===== config.mk =====
export PLATFORM = sky130hd
export DESIGN_NAME = freq_meter
export DESIGN_NICKNAME = d
export VERILOG_FILES = /design/src/rtl/freq_meter.sv
export SDC_FILE = /design/constraint.sdc
export NUM_CORES = 1
export LEC_CHECK = 0
export BUFFER_PORTS_ARGS = -buffer_cell sky130_fd_sc_hd__buf_2
export CAP_MARGIN = 0
export CORE_ASPECT_RATIO = 2
export CORE_UTILIZATION = 60
export CTS_BUF_LIST = sky130_fd_sc_hd__clkbuf_16
export DETAILED_ROUTE_END_ITERATION = 12
export HOLD_SLACK_MARGIN = 0.02
export PLACE_DENSITY = 0.79
export SYNTH_ARGS = -nofsm -noshare
export SYNTH_HDL_FRONTEND = slang
export SYNTH_SLANG_ARGS = --single-unit

===== constraint.sdc =====
create_clock -name clk -period 6.1 [get_ports clk]
set_clock_uncertainty 0.1 [all_clocks]
set_input_delay 0.305 -clock clk [delete_from_list [all_inputs] [get_ports clk]]
set_output_delay 0.305 -clock clk [all_outputs]
set_load 0.02 [all_outputs]

===== src/rtl/freq_meter.sv =====
// Frequency meter: counts rising edges of an asynchronous input over a fixed
// gate window of clk cycles and reports the result in Hz, saturating at MAXSPEED.
`timescale 1ns/1ps

module freq_meter #(
    parameter int BASESPEED = 50000000,
    parameter int GATE_HZ   = 10,
    parameter int MAXSPEED  = 1000000
) (
    input  logic        clk,
    input  logic        rst,
    input  logic        enable,
    input  logic        sigIn,
    output logic [19:0] speed,
    output logic        valid,
    output logic        overRange
);

    localparam int GATE_LEN = BASESPEED / GATE_HZ;
    localparam int GW       = (GATE_LEN > 1) ? $clog2(GATE_LEN) : 1;
    localparam int PW       = 40;
    localparam logic [GW-1:0] GATE_LAST = GW'(GATE_LEN - 1);

    logic          sync1;
    logic          sync2;
    logic          prev;
    logic          edge_strobe;
    logic [GW-1:0] gate_cnt;
    logic [19:0]   edge_cnt;
    logic [19:0]   edges_total;
    logic          window_close;
    logic [PW-1:0] product;

    // NOTE: sequential state uses non-blocking assignments so every flop
    // samples the pre-edge value of its neighbour, which makes the chain a
    // real shift register rather than a single flop.
    always_ff @(posedge clk or posedge rst) begin
        if (rst) begin
            sync1 <= 1'b0;
            sync2 <= 1'b0;
            prev  <= 1'b0;
        end else begin
            sync1 <= sigIn;
            sync2 <= sync1;
            prev  <= sync2;
        end
    end

    assign edge_strobe  = sync2 & ~prev;
    assign window_close = enable && (gate_cnt == GATE_LAST);

    // Count including a strobe on this cycle, so an edge in the final gate
    // cycle lands in the closing window; all-ones is sticky.
    assign edges_total = (edge_strobe && !(&edge_cnt)) ? edge_cnt + 20'd1 : edge_cnt;
    assign product     = PW'(edges_total) * PW'(GATE_HZ);

    always_ff @(posedge clk or posedge rst) begin
        if (rst) begin
            gate_cnt <= '0;
            edge_cnt <= '0;
        end else if (!enable || (gate_cnt == GATE_LAST)) begin
            gate_cnt <= '0;
            edge_cnt <= '0;
        end else begin
            gate_cnt <= gate_cnt + GW'(1);
            edge_cnt <= edges_total;
        end
    end

    always_ff @(posedge clk or posedge rst) begin
        if (rst) begin
            speed     <= '0;
            valid     <= 1'b0;
            overRange <= 1'b0;
        end else begin
            valid <= window_close;
            if (window_close) begin
                if (product > PW'(MAXSPEED)) begin
                    speed     <= 20'(MAXSPEED);
                    overRange <= 1'b1;
                end else begin
                    speed     <= product[19:0];
                    overRange <= 1'b0;
                end
            end
        end
    end

endmodule


## Yosys cells after proc, flatten, opt, wreduce, memory -nomap -nowiden

Cells that the tools add are included.

| storage, ports and cells | value |
|---|---|
| logic and storage cells | 26 |
| register bits | 68 |
| memory bits (read-only) | 0 |
| bits in writable memories | 0 |
| memories | 0 |
| output and inout port bits | 22 |
| latch bits | 0 |
| bits of input ports | 4 |

| cells by class | value |
|---|---|
| mux-type cells | 5 |
| bitwise logic cells | 2 |
| equal/unequal tests | 1 |
| $add $sub $neg | 2 |
| div/mod/pow operators | 0 |
| shift-type cells | 0 |
| magnitude comparators | 1 |
| reductions and logical operators | 6 |
| multiply operators | 1 |

Operators by type and width:

| kind | number |
|---|---|
| $mux 20 | 3 |
| $gt 24x20->1 const B | 1 |
| $add 23x1->23 const B | 1 |
| $eq 23x23->1 const B | 1 |
| $mul 20x3->23 const B | 1 |
| $mux 23 | 1 |
| $add 20x1->20 const B | 1 |
| $reduce_and 20->1 | 1 |
| $logic_and 1x1->1 | 2 |
| $logic_not 1->1 | 2 |
| $and 1x1->1 | 1 |
| $logic_or 1x1->1 | 1 |
| $mux 1 | 1 |
| $not 1->1 | 1 |

## Longest topological paths before layout

Gate-level depths: netlist of the first run.

| depth | value |
|---|---|
| depth in word-level cells | 7 |
| gate-level depth with buffers | 21 |
| mapped depth without buffers | 17 |

## Least setup slack after synthesis of the first run

No wires, ideal clock.

| timing | value |
|---|---|
| kind | flip-flop to flip-flop |
| start | register edge_cnt[5] |
| end | register speed[1] |
| data required time | 5.879 ns |
| setup slack | 1.051 ns |
| stages on the path, launching flop included | 20 |
| arrival | 4.828 ns |
| period minus slack after synthesis | 5.049 ns |
| buffers on the path | 3 |
| library setup time | 0.121 ns |
| cells stage by stage | dfrtp_1 > clkbuf_1 > nand4_1 > nor4_1 > a41oi_1 > and3_1 > clkbuf_1 > xnor2_1 > inv_1 > ha_1 > ha_1 > a211oi_1 > o21ai_0 > o2111a_1 > a211oi_1 > xnor2_1 > nand4_1 > o31a_2 > buf_4 > a22o_1 |

| between the ends | value |
|---|---|
| word-level cells in the longest chain between the ends | 7 |
| elaborated cells between the ends (all ways) | 8 |
| those cells by class | add/sub (1); mul (1); order compare (1); mux (2); reduce/logical (3) |

Ends and longest elaborated chain:

| what | line | RTL |
|---|---|---|
| from (decl) | 29 | `logic [19:0] edge_cnt;` |
| from (signal assigned) | 66 | `edge_cnt <= edges_total;` |
| branches (longest 3 deep; another with $add 20x1->20) | -- |  |
| $mux 20 (*) | 54 | `assign edges_total = (edge_strobe && !(&edge_cnt)) ? edge_cnt + 20'd1 : edge_cnt;` |
| $mul 20x3->23 (*) | 55 | `assign product = PW'(edges_total) * PW'(GATE_HZ);` |
| $gt 24x20->1 | 78 | `if (product > PW'(MAXSPEED)) begin` |
| $mux 20 (*) | 78 |  |
| to (signal assigned) | 79 | `speed <= 20'(MAXSPEED);` |
| to (signal assigned) | 82 | `speed <= product[19:0];` |
| to (decl) | 14 | `output logic [19:0] speed,` |

Every way passes the cells marked *.
A chain may end at the register's enable or synchronous reset.

## Worst setup path in the final report of the first run

| timing | value |
|---|---|
| start | register edge_cnt[5] |
| end | register speed[13] |

Same word-level chain as after synthesis.

==> results of run 1 <==
## worst paths after layout
check / startpoint / endpoint / cells past startpoint
setup / recovery: edge_cnt[5]$_DFF_PP0_ / speed[13]$_DFFE_PP0P_ / 16
hold / removal: rst / edge_cnt[3]$_DFF_PP0_ / 3
setup reg to reg: edge_cnt[5]$_DFF_PP0_ / speed[13]$_DFFE_PP0P_ / 16
hold reg to reg: sync1$_DFF_PP0_ / sync2$_DFF_PP0_ / 0
max in group asynchronous: rst / edge_cnt[17]$_DFF_PP0_ / 3
min in group clk: enable / gate_cnt[1]$_DFF_PP0_ / 2
## worst reg2reg max path: cells and delay by family, from the launching register on
kind | cells | cell delay [ns]
AO/OA/AOI/OAI | 7 | 2.52
XOR/XNOR | 2 | 0.48
adder cells (fa/ha/maj) | 2 | 0.62
buffers and inverters | 1 | 0.07
flip-flops | 1 | 0.50
AND/OR/NAND/NOR | 4 | 1.24
## flip-flops by register name, summed over array words and instances (netlist names)
| register | count |
|---|---|
| valid | 1 |
| speed | 19 |
| gate_cnt | 23 |
| sync2 | 1 |
| prev | 1 |
| sync1 | 1 |
| edge_cnt | 20 |
| overRange | 1 |
## cell usage after synthesis (11+ instances only)
| cell | n | area share |
|---|---|---|
| sky130_fd_sc_hd__dfrtp_1 | 67 | 0.37 |
| sky130_fd_sc_hd__nor2_1 | 62 | 0.052 |
| sky130_fd_sc_hd__xnor2_1 | 37 | 0.072 |
| sky130_fd_sc_hd__nand2_1 | 30 | 0.025 |
| sky130_fd_sc_hd__a21oi_1 | 26 | 0.029 |
| sky130_fd_sc_hd__ha_1 | 26 | 0.072 |
| sky130_fd_sc_hd__o21ai_0 | 25 | 0.028 |
| sky130_fd_sc_hd__xor2_1 | 25 | 0.049 |
| sky130_fd_sc_hd__nor2b_1 | 22 | 0.031 |
| sky130_fd_sc_hd__clkbuf_1 | 19 | 0.016 |
| sky130_fd_sc_hd__nand3_1 | 19 | 0.021 |
| sky130_fd_sc_hd__inv_1 | 15 | 0.013 |
| sky130_fd_sc_hd__and3_1 | 14 | 0.019 |
| sky130_fd_sc_hd__nand4_1 | 12 | 0.017 |
| sky130_fd_sc_hd__a22o_1 | 11 | 0.021 |
## final cells by class
| type | count | area (um^2) | share of cell area |
|---|---|---|---|
| multi-input combinational | 396 | 2660 | 0.538 |
| timing repair buffer | 27 | 145 | 0.0294 |
| clock inverter | 7 | 61.3 | 0.0124 |
| clock buffer | 9 | 225 | 0.0456 |
| inverter | 16 | 60.1 | 0.0121 |
| sequential | 67 | 1680 | 0.339 |
| tap | 92 | 115 | 0.0233 |
## power groups by stage
stage	registers [mW]	logic, mW	clock network (mW)
6_report	0.456	0.0375	0.495
5_1_grt	0.456	0.0428	0.517
4_1_cts	0.455	0.0386	0.504
3_5_place_dp	0.463	0.0379	0
3_3_place_gp	0.463	0.0367	0
2_1_floorplan	0.466	0.0239	0
## metal layers
metal | part of all wire | vias up | GRT usage
li1 | - | 1793 | -
met1 | 0.37 | 1745 | 0.254
met2 | 0.55 | 61 | 0.509
met3 | 0.023 | 33 | 0.0449
met4 | 0.058 | 0 | 0.191
met5 | 0 | - | 0
## cell families after synthesis
kind of cell    Yosys count  synth area share
other cells               1          0.000834
flops                    67             0.373
xor+xnor                 62             0.121
fa+ha+maj                27            0.0768
simple gates            202             0.236
mux                       5            0.0111
compound gates           99             0.144
buf+inv                  40            0.0370
## stage by stage
step                area (um^2)  utilization  hold WS (ns)  power (mW)  setup slack, ns
finish                     4940        0.680         0.106       0.988            0.458
global route               4940        0.680         0.175        1.02            0.129
CTS                        4940        0.679         0.137       0.998            0.353
detailed placement         4640        0.639         0.246       0.501            0.402
global placement           4640        0.639         0.245       0.500            0.533
floorplan                  4500            -         0.231       0.490             1.05
## timing repair
action                                 CTS  global route
hold buffers                             1             0
setup endpoints to repair                0            13
gates resized for setup                  0             1
buffers inserted                         0             0
endpoints found under the hold margin    1             0
==> run summary, run 1 <==
The library cell used most frequently in the layout, excluding fill and tap cells, is sky130_fd_sc_hd__dfrtp_1. The part of the power in the clock network came out at 0.501. The largest incremental delay on the critical path came out at 0.50 ns. The combinational share of power is 0.038. The count of unresolved DRC violations after routing came out at 0. The number of global-route vias before repair came out at 3675. The share of async-settable or async-resettable flops after synthesis is 1.00. The vertical extent of the die came out at 124 um. The H-tree depth reported by CTS came out at 3. The clock-pin transition on the worst setup and hold timing paths came out at 0.05 ns. The data required time at the worst endpoint is 6.22 ns. The die outline area is 0.00787 mm^2. The measured slew at the worst slew-check pin is 0.794 ns.

Dividing the detail-routed via count by the number of cells gives 5.92. The buffer levels on the longest clock path came out at 2. The number of synthesis warnings is 0. The routed wirelength normalized by instance count came out at 16.3 um. The class of the tightest hold or removal check is in2async. The power density of the placed cells is 200 mW/mm^2. The type of the worst setup path is reg2reg. The starting density of the core is 0.619. The library cells used most frequently in the layout, excluding fill and tap cells, are 67 x sky130_fd_sc_hd__dfrtp_1, 62 x sky130_fd_sc_hd__nor2_1, 37 x sky130_fd_sc_hd__xnor2_1. The filler cell count is 584. The wire length of the first global-routing pass is 16500 um.

The slowest stage of the critical path belongs to the cell sky130_fd_sc_hd__dfrtp_1. The headroom to the max-slew limit came out at 0.471. The fraction of the yosys area taken by sequential cells came out at 0.373.

The final net count is 548. The number of detailed-route iterations in the first pass is 4. The part of the power in registers came out at 0.461. The switching power as a share of total power is 0.217. The placed wire-length estimate after detailed placement came out at 7600 um.

The synthesized netlist occupies a cell area of 0.00450 mm^2. The region available for standard cell placement spans 0.00727 mm^2. The main flop type after synthesis is sky130_fd_sc_hd__dfrtp_1. The number of antenna-violating nets in the routed design is 0. The largest net degree at the start of global routing came out at 68. Summed over all cells, the static leakage comes to 2.29 nW.

After synthesis the netlist holds a flip-flop and latch count of 67. The number of diodes is 0. STA puts the critical path data arrival time at 5.77 ns.

The tool flagged a number of max-cap violations equal to 0. Setup repair after global routing left no endpoint under its margin. The overall routed net length came out at 10000 um. The achievable frequency is 0.177 GHz. The growth of design area from synthesis to finish is 9.93%.

Clock tree synthesis selected as its root buffer the cell sky130_fd_sc_hd__clkbuf_16. Pin placement for this block handled 26 I/O pins. Along the worst path, the maximum fanout reaches 14. STA classifies the critical path endpoint as a register.

STA classifies the critical path startpoint as a register. In this run, synthesis inferred 0 flip-flops with an integrated enable. The number of setup violations in the final report came out at 0. Walking the worst path, the cells encountered are nand4_1, nor4_2, a41oi_1, and3_1, xnor2_1, inv_1, ha_1, ha_1, a211oi_1, o21ai_0, o2111a_1, a211oi_1, xnor2_1, nand4_1, o31a_2, a22o_1. Cell internal power was estimated by the tool at 773 uW. The cell count after synthesis came out at 503.

The global-route congestion overflow total is 0. The run finished with clean final reports. The number of max-slew violations in the final report is 0.

The net switching power of the design is 214 uW. The die width is 63.2 um. The instance count after placement with tap cells included came out at 597. The total via count in the routed design came out at 3632. TritonCTS built the clock tree. The total count of hold-check failures in the final report came to 0. Grouping stages by cell kind, the critical path spends the most delay in compound AO/OA/AOI/OAI gates. The count of buffers added on input and output ports is 24. In the final layout, the share of cells above drive strength 1 is 0.0977.

The number of rows created at floorplan came out at 44. The total routing resource utilization after global routing is 0.271. After routing, the total negative slack on setup checks comes to 0 ns. The routability congestion estimate from global placement came out at 0.937.

The synthesized area per cell is 8.94 um^2. The maximum vdd drop came out at 0.162 mV. The number of unique standard cell types used by synthesis came out at 59. The reg2reg setup slack is 0.46 ns. The final period utilization came out at 0.925. The number of buffers and inverters on the critical path is 1. The violation count after the first detailed-route iteration is 161.

The final critical delay including setup and external delays came out at 5.64 ns. Clock tree synthesis found a total of 67 sinks. The number of antenna violations at the first check in global routing came out at 0. For this run, the number of standard cells in the final layout without fillers is 614. The number of clock buffers added by TritonCTS is 9. The insertion delay of the later-clocked pin in the worst-skew pair came out at 0.34 ns.

Synthesis produced a netlist with a net count of 534.
Note: power is estimated with default switching activity, not from simulation.
==> inputs of run 2 (changes only) <==
Settings changed: CORE_UTILIZATION 60 to 45, PLACE_DENSITY 0.79 to 0.62.
==> run 2 against run 1 <==
  * Cell area grew 1.5%
  * Combinational power hardly changed
  * Hold slack better by 0.0059 ns
  * First-iteration DRC count grew 13%
  * Maximum frequency shrank 0.87%
  * Cell count increased by 6.5%
  * Via count is 0.96% higher
  * Sequential share of layout area fell by 0.51 points
  * Non-clock buffer count stayed put
  * Count of clock-buffer cells in the layout did not move
  * Largest cell class unchanged
==> run summary, run 2 (same netlist as run 1, synthesis figures left out) <==
The largest register by flop count is gate_cnt (unchanged). The type of the worst setup path was reg2reg (unchanged). The number of antenna-violating nets in the routed design is 0 (unchanged). The total routing resource utilization after global routing is 0.218 (was 0.271). The total number of clock tree sinks came out at 67 (unchanged).

The quantity of I/O buffers inserted on ports is 24 (unchanged). The number of diodes was 0 (unchanged). RSZ-0062 raised after global routing: false (unchanged). The total chip power is 1.04 mW (was 988 uW).

The number of rows created at floorplan came out at 51 (was 44). The growth of design area from synthesis to finish is 11.6% (was 9.93%). The area of the core came to 0.00970 mm^2 (was 0.00727 mm^2). The data required time at the worst endpoint is 6.22 ns (about the same).

The part of the power in the clock network is 0.527 (was 0.501). The internal power of the cells is 819 uW (was 773 uW). The maximum vdd drop is 0.173 mV (was 0.162 mV). The number of clock buffers inserted by TritonCTS came out at 9 (unchanged). The total via count in the routed design came out at 3667 (was 3632).

The reg2reg setup slack was 0.41 ns (was 0.46 ns). The buffer levels on the longest clock path is 2 (unchanged). The routed wirelength normalized by instance count is 15.7 um (was 16.3 um). The highest net fanout along the worst path is 14 (unchanged).

The final critical delay including setup and external delays is 5.69 ns (was 5.64 ns). The H-tree depth reported by CTS came out at 3 (unchanged). The final period utilization came out at 0.933 (was 0.925). The family of cells with the greatest summed delay on the critical path is compound AO/OA/AOI/OAI gates (unchanged). The violation count after the first detailed-route iteration came out at 182 (was 161). The worst reg2reg path startpoint was edge_cnt[5]$_DFF_PP0_ (unchanged).

The critical path depth is 16 (unchanged). The achievable frequency came out at 0.176 GHz (was 0.177 GHz). The critical path launch point type is a register (unchanged). The TritonCTS clock tree is done (unchanged).

The capturing point of the worst reg2reg path is speed[1]$_DFFE_PP0P_ (was speed[13]$_DFFE_PP0P_). The root buffer selected by CTS is sky130_fd_sc_hd__clkbuf_16 (unchanged). The total count of hold-check failures in the final report came out at 0 (unchanged). The slowest cell on the critical path is sky130_fd_sc_hd__dfrtp_1 (unchanged).

The flip-flop count of the largest register, all copies and words added is 23 (unchanged). The clock-pin transition on the worst setup and hold timing paths is 0.06 ns (was 0.05 ns). The number of cells upsized or downsized after cts came out at 0 (unchanged).

The number of detailed-route iterations in the first pass came out at 4 (unchanged). Sequence of cells on the critical path: nand4_1, nor4_1, a41oi_1, and3_1, xnor2_1, inv_1, ha_1, ha_1, a211oi_1, o21ai_0, o211ai_1, nor2b_1, xnor2_1, and4b_1, o31a_2, a22o_1 (was nand4_1, nor4_2, a41oi_1, and3_1, xnor2_1, inv_1, ha_1, ha_1, a211oi_1, o21ai_0, o2111a_1, a211oi_1, xnor2_1, nand4_1, o31a_2, a22o_1). Biggest registers after layout: gate_cnt: 23 flops, edge_cnt: 20 flops, speed: 19 flops (unchanged).

The headroom to the max-slew limit is 0.452 (was 0.471). The starting density of the core is 0.464 (was 0.619). The worst reg2reg path depth came to 16 (unchanged).

The global-route congestion overflow total is 0 (unchanged). Status: completed (unchanged). The largest net degree at the start of global routing came to 68 (unchanged). The number of antenna violations at the first check in global routing is 0 (unchanged).

The number of setup violations in the final report is 0 (unchanged). The class of the tightest hold or removal check was in2async (unchanged). The overall routed net length came to 10300 um (was 10000 um). The data arrival at the endpoint of the critical path is 5.81 ns (was 5.77 ns). The number of global-route vias before repair came to 3748 (was 3675). Highest-count cells in the layout ignoring fill and taps: 67 x sky130_fd_sc_hd__dfrtp_1, 62 x sky130_fd_sc_hd__nor2_1, 37 x sky130_fd_sc_hd__xnor2_1 (unchanged).

The final net count is 548 (unchanged). The net switching power of the design came to 223 uW (was 214 uW). The vertical extent of the die is 143 um (was 124 um).

The placed wire-length estimate after detailed placement came out at 8020 um (was 7600 um). The die width is 72.7 um (was 63.2 um). The measured slew at the worst slew-check pin is 0.821 ns (was 0.794 ns). The final setup slack of the worst path is 0.408 ns (was 0.458 ns). The insertion delay of the later-clocked pin in the worst-skew pair came out at 0.33 ns (was 0.34 ns). The max-cap check violation count came out at 0 (unchanged). The worst hold slack is 0.112 ns (was 0.106 ns). The fraction of final layout cells with drive strength greater than 1 is 0.102 (was 0.0977). The kind of capture point of the worst setup path is a register (unchanged). The routability congestion estimate from global placement is 0.870 (was 0.937). The part of the power in registers is 0.437 (was 0.461). The total negative slack came to 0 ns (unchanged). The largest incremental delay on the critical path came out at 0.50 ns (about the same).

The number of top-level pins is 26 (unchanged). The die outline area was 0.0104 mm^2 (was 0.00787 mm^2). The final core utilization is 0.517 (was 0.680). The via count normalized by instance count came out at 5.61 (was 5.92). The number of buffers and inverters on the critical path is 1 (unchanged). The leakage power figure came out at 2.31 nW (was 2.29 nW). The power density of the placed cells is 208 mW/mm^2 (was 200 mW/mm^2).

The setup slack after placement came out at 0.408 ns (was 0.402 ns). The switching power as a share of total power is 0.214 (was 0.217). The most common library cell in the layout ignoring fill and taps was sky130_fd_sc_hd__dfrtp_1 (unchanged). The combinational share of power is 0.036 (was 0.038). The count of unresolved DRC violations after routing came to 0 (unchanged). The wire length of the first global-routing pass is 17300 um (was 16500 um). The number of max-slew violations in the final report is 0 (unchanged). The launch point of the worst path is edge_cnt[5]$_DFF_PP0_ (unchanged). The capturing element of the worst setup path is speed[1]$_DFFE_PP0P_ (was speed[13]$_DFFE_PP0P_). The post-CTS setup buffer count is 0 (unchanged).
## run 2: area by class of cell
cell class                      instances  area [um^2]
Clock buffer                            9          225
Clock inverter                          7         92.6
Timing Repair Buffer                   27          145
Inverter                               16         60.1
Sequential cell                        67         1680
Multi-Input combinational cell        396         2650
Fill cell                             949         4680
Tap cell                              132          165
## run 2: power by group through the flow
stage	clock network, mW	logic (mW)	registers, mW
2_1_floorplan	0	0.0239	0.466
3_3_place_gp	0	0.0378	0.463
3_5_place_dp	0	0.0384	0.463
4_1_cts	0.562	0.0389	0.455
5_1_grt	0.576	0.0432	0.456
6_report	0.550	0.0375	0.455
## run 2: worst min path at each step
stage / depth (start not counted) / endpoint / slack (ns)
2_1_floorplan: 0 / sync2$_DFF_PP0_ / 0.23
3_3_place_gp: 0 / sync2$_DFF_PP0_ / 0.25
3_5_place_dp: 0 / sync2$_DFF_PP0_ / 0.25
4_1_cts: 2 / gate_cnt[1]$_DFF_PP0_ / 0.13
5_1_grt: 2 / gate_cnt[1]$_DFF_PP0_ / 0.14
6_report: 3 / edge_cnt[0]$_DFF_PP0_ / 0.11
## run 2: routing by layer
| metal | global-route usage | wire [um] |
|---|---|---|
| met1 | 0.203 | 3680 |
| met2 | 0.421 | 5950 |
| met3 | 0.0302 | 180 |
| met4 | 0.146 | 455 |
| met5 | 0 | 0 |
## run 2: repair_timing
action                                  CTS  global route
endpoints found under the setup margin    0             0
hold buffers                              1             0
hold endpoints to repair                  1             0
## run 2: metrics by stage
step | cell area, um^2 | cells
after floorplan | 4500 | 503
after global placement | 4690 | 637
after detailed placement | 4690 | 637
after CTS | 5020 | 654
after global routing | 5020 | 654
final | 5020 | 654
## run 2: worst reg2reg max path: stages (launching register included)
cell and delay, ns:
sky130_fd_sc_hd__dfrtp_1 0.50, sky130_fd_sc_hd__nand4_1 0.22, sky130_fd_sc_hd__nor4_1 0.48, sky130_fd_sc_hd__a41oi_1 0.41, sky130_fd_sc_hd__and3_1 0.43, sky130_fd_sc_hd__xnor2_1 0.27
sky130_fd_sc_hd__inv_1 0.08, sky130_fd_sc_hd__ha_1 0.32, sky130_fd_sc_hd__ha_1 0.31, sky130_fd_sc_hd__a211oi_1 0.39, sky130_fd_sc_hd__o21ai_0 0.35, sky130_fd_sc_hd__o211ai_1 0.36
sky130_fd_sc_hd__nor2b_1 0.20, sky130_fd_sc_hd__xnor2_1 0.23, sky130_fd_sc_hd__and4b_1 0.26, sky130_fd_sc_hd__o31a_2 0.44, sky130_fd_sc_hd__a22o_1 0.23
==> inputs of run 3 (changes only) <==
Settings changed: CORE_UTILIZATION 45 to 30, GPL_ROUTABILITY_DRIVEN from default to 0, PLACE_DENSITY 0.62 to 0.45.
==> run 3 against run 2 <==
  * Combinational power is 1% higher
  * Cell area is 1.4% higher
  * Non-clock buffer count is 1 higher
  * Highest routed layer unchanged
==> run summary, run 3 (same netlist as run 1, synthesis figures left out) <==
The power density of the placed cells came out at 193 mW/mm^2 (was 208 mW/mm^2). The data required time at the worst endpoint came to 6.22 ns (about the same). The largest net degree at the start of global routing is 68 (unchanged). The type of the worst setup path is reg2reg (unchanged). The final net count is 549 (was 548). The number of rows created at floorplan is 63 (was 51). The die outline area came out at 0.0155 mm^2 (was 0.0104 mm^2). The total negative slack is 0 ns (unchanged). The number of diodes came out at 0 (unchanged). The achievable frequency is 0.180 GHz (was 0.176 GHz). The measured slew at the worst slew-check pin came out at 0.859 ns (was 0.821 ns). The via count normalized by instance count is 5.06 (was 5.61). The TritonCTS clock tree was done (unchanged). The violation count after the first detailed-route iteration is 128 (was 182).

The filler cell count came to 1579 (was 949). The vertical extent of the die came to 175 um (was 143 um). The data arrival at the endpoint of the critical path is 5.69 ns (was 5.81 ns). Status: completed (unchanged).

The class of the tightest hold or removal check is in2async (unchanged). The final critical delay including setup and external delays is 5.57 ns (was 5.69 ns). The routed wirelength normalized by instance count came to 15.4 um (was 15.7 um).

The most common library cell in the layout ignoring fill and taps was sky130_fd_sc_hd__dfrtp_1 (unchanged). The critical path launch point type is a register (unchanged). The overall routed net length is 11100 um (was 10300 um).

The H-tree depth reported by CTS is 3 (unchanged). The total via count in the routed design is 3633 (was 3667). The fraction of final layout cells with drive strength greater than 1 came out at 0.107 (was 0.102). The post-route cell area came to 0.00509 mm^2 (was 0.00502 mm^2). The number of setup violations in the final report is 0 (unchanged). The headroom to the max-slew limit is 0.427 (was 0.452). The number of clock buffers inserted by TritonCTS was 9 (unchanged). RSZ-0062 raised after global routing: false (unchanged). The max-cap check violation count is 0 (unchanged). The root buffer selected by CTS is sky130_fd_sc_hd__clkbuf_16 (unchanged). The family of cells with the greatest summed delay on the critical path is compound AO/OA/AOI/OAI gates (unchanged). The wire length of the first global-routing pass is 18200 um (was 17300 um). The clock-pin transition on the worst setup and hold timing paths came to 0.06 ns (about the same). The kind of capture point of the worst setup path is a register (unchanged). The buffer levels on the longest clock path came out at 2 (unchanged).

The insertion delay of the later-clocked pin in the worst-skew pair is 0.34 ns (was 0.33 ns). The largest register by flop count is gate_cnt (unchanged). The total number of clock tree sinks was 67 (unchanged). The total routing resource utilization after global routing came out at 0.156 (was 0.218).

The area of the core was 0.0147 mm^2 (was 0.00970 mm^2). The cell area reported after detailed placement came out at 0.00478 mm^2 (was 0.00469 mm^2). The number of detailed-route iterations in the first pass is 4 (unchanged). The number of global-route vias before repair came out at 3801 (was 3748). The number of buffers and inverters on the critical path came out at 1 (unchanged). The maximum vdd drop came to 0.111 mV (was 0.173 mV). Sequence of cells on the critical path: nand4_1, nor4_4, a41oi_2, and3_1, xnor2_1, inv_1, ha_1, ha_1, a211oi_1, o21ai_0, o2111a_1, a211oi_1, xnor2_1, nand4_1, o31a_2, a22o_1 (was nand4_1, nor4_1, a41oi_1, and3_1, xnor2_1, inv_1, ha_1, ha_1, a211oi_1, o21ai_0, o211ai_1, nor2b_1, xnor2_1, and4b_1, o31a_2, a22o_1). The quantity of I/O buffers inserted on ports is 24 (unchanged).

The number of antenna-violating nets in the routed design is 0 (unchanged). The count of unresolved DRC violations after routing came to 0 (unchanged). The post-CTS setup buffer count came out at 0 (unchanged).

The total count of hold-check failures in the final report is 0 (unchanged). Biggest registers after layout: gate_cnt: 23 flops, edge_cnt: 20 flops, speed: 19 flops (unchanged). The slowest cell on the critical path is sky130_fd_sc_hd__dfrtp_1 (unchanged). The growth of design area from synthesis to finish came out at 13.1% (was 11.6%). The starting density of the core came out at 0.305 (was 0.464). The number of antenna violations at the first check in global routing came out at 0 (unchanged). The final core utilization came out at 0.345 (was 0.517). The non-filler instance count after layout came out at 718 (was 654). The placed wire-length estimate after detailed placement is 8680 um (was 8020 um). The flip-flop count of the largest register, all copies and words added came out at 23 (unchanged). Highest-count cells in the layout ignoring fill and taps: 67 x sky130_fd_sc_hd__dfrtp_1, 62 x sky130_fd_sc_hd__nor2_1, 37 x sky130_fd_sc_hd__xnor2_1 (unchanged).

The number of max-slew violations in the final report is 0 (unchanged). The die width came out at 88.6 um (was 72.7 um). The number of top-level pins is 26 (unchanged). The highest net fanout along the worst path is 14 (unchanged). The largest incremental delay on the critical path came to 0.50 ns (about the same). The global-route congestion overflow total was 0 (unchanged). The instance count after placement with tap cells included came out at 701 (was 637).

The final period utilization is 0.913 (was 0.933). The leakage power figure came out at 2.31 nW (about the same).
-- run 3: cell types whose count changed in the layout (fill, tap and decap cells not counted), sizes merged --
cell / previous run / this run
bufinv: 2 / 0
inv: 16 / 18
buf: 26 / 27
-- run 3: through the flow --
stage	worst slack [ns]	hold WS, ns	total power [mW]
finish	0.531	0.128	0.983
global route	0.0460	0.180	1.03
CTS	0.188	0.148	1.00
detailed placement	0.212	0.264	0.502
global placement	0.336	0.257	0.502
floorplan	1.05	0.231	0.490
-- run 3: report_power, final --
part | leakage, nW | switching, mW | internal (mW)
Sequential | 0.908 | 0.00460 | 0.451
Clock | 0.141 | 0.212 | 0.278
Combinational | 1.26 | 0.0262 | 0.0118
-- run 3: timing repair --
action,4_1_cts,5_1_grt
hold buffers,1,0
gates resized for setup,0,3
endpoints found under the setup margin,0,19
hold endpoints to repair,1,0
-- run 3: worst paths after layout --
check | start | slack (ns) | to | cells after the start
min reg2reg | sync1$_DFF_PP0_ | 0.27 | sync2$_DFF_PP0_ | 0
max in group asynchronous | rst | 5.21 | edge_cnt[16]$_DFF_PP0_ | 3
min | rst | 0.13 | gate_cnt[22]$_DFF_PP0_ | 3
max reg2reg | edge_cnt[5]$_DFF_PP0_ | 0.53 | speed[1]$_DFFE_PP0P_ | 16
max | edge_cnt[5]$_DFF_PP0_ | 0.53 | speed[1]$_DFFE_PP0P_ | 16
min in group clk | enable | 0.16 | gate_cnt[1]$_DFF_PP0_ | 2
-- run 3: area by class of cell --
cell class                      count  area (um^2)  area share
Clock inverter                      7         52.6      0.0103
Clock buffer                        9          225      0.0443
Multi-Input combinational cell    396         2680       0.526
Tap cell                          195          244      0.0480
Timing Repair Buffer               28          153      0.0300
Inverter                           16         60.1      0.0118
Sequential cell                    67         1680       0.330
-- run 3: worst min-delay path: cells and delay by family --
family	cells	cell delay (ns)
buf+inv	3	0.79
-- run 3: per-layer routing --
metal / share of wire / up-vias / track usage
li1: - / 1790 / -
met1: 0.34 / 1752 / 0.146
met2: 0.59 / 63 / 0.297
met3: 0.022 / 28 / 0.0236
met4: 0.046 / 0 / 0.100
met5: 0 / - / 0
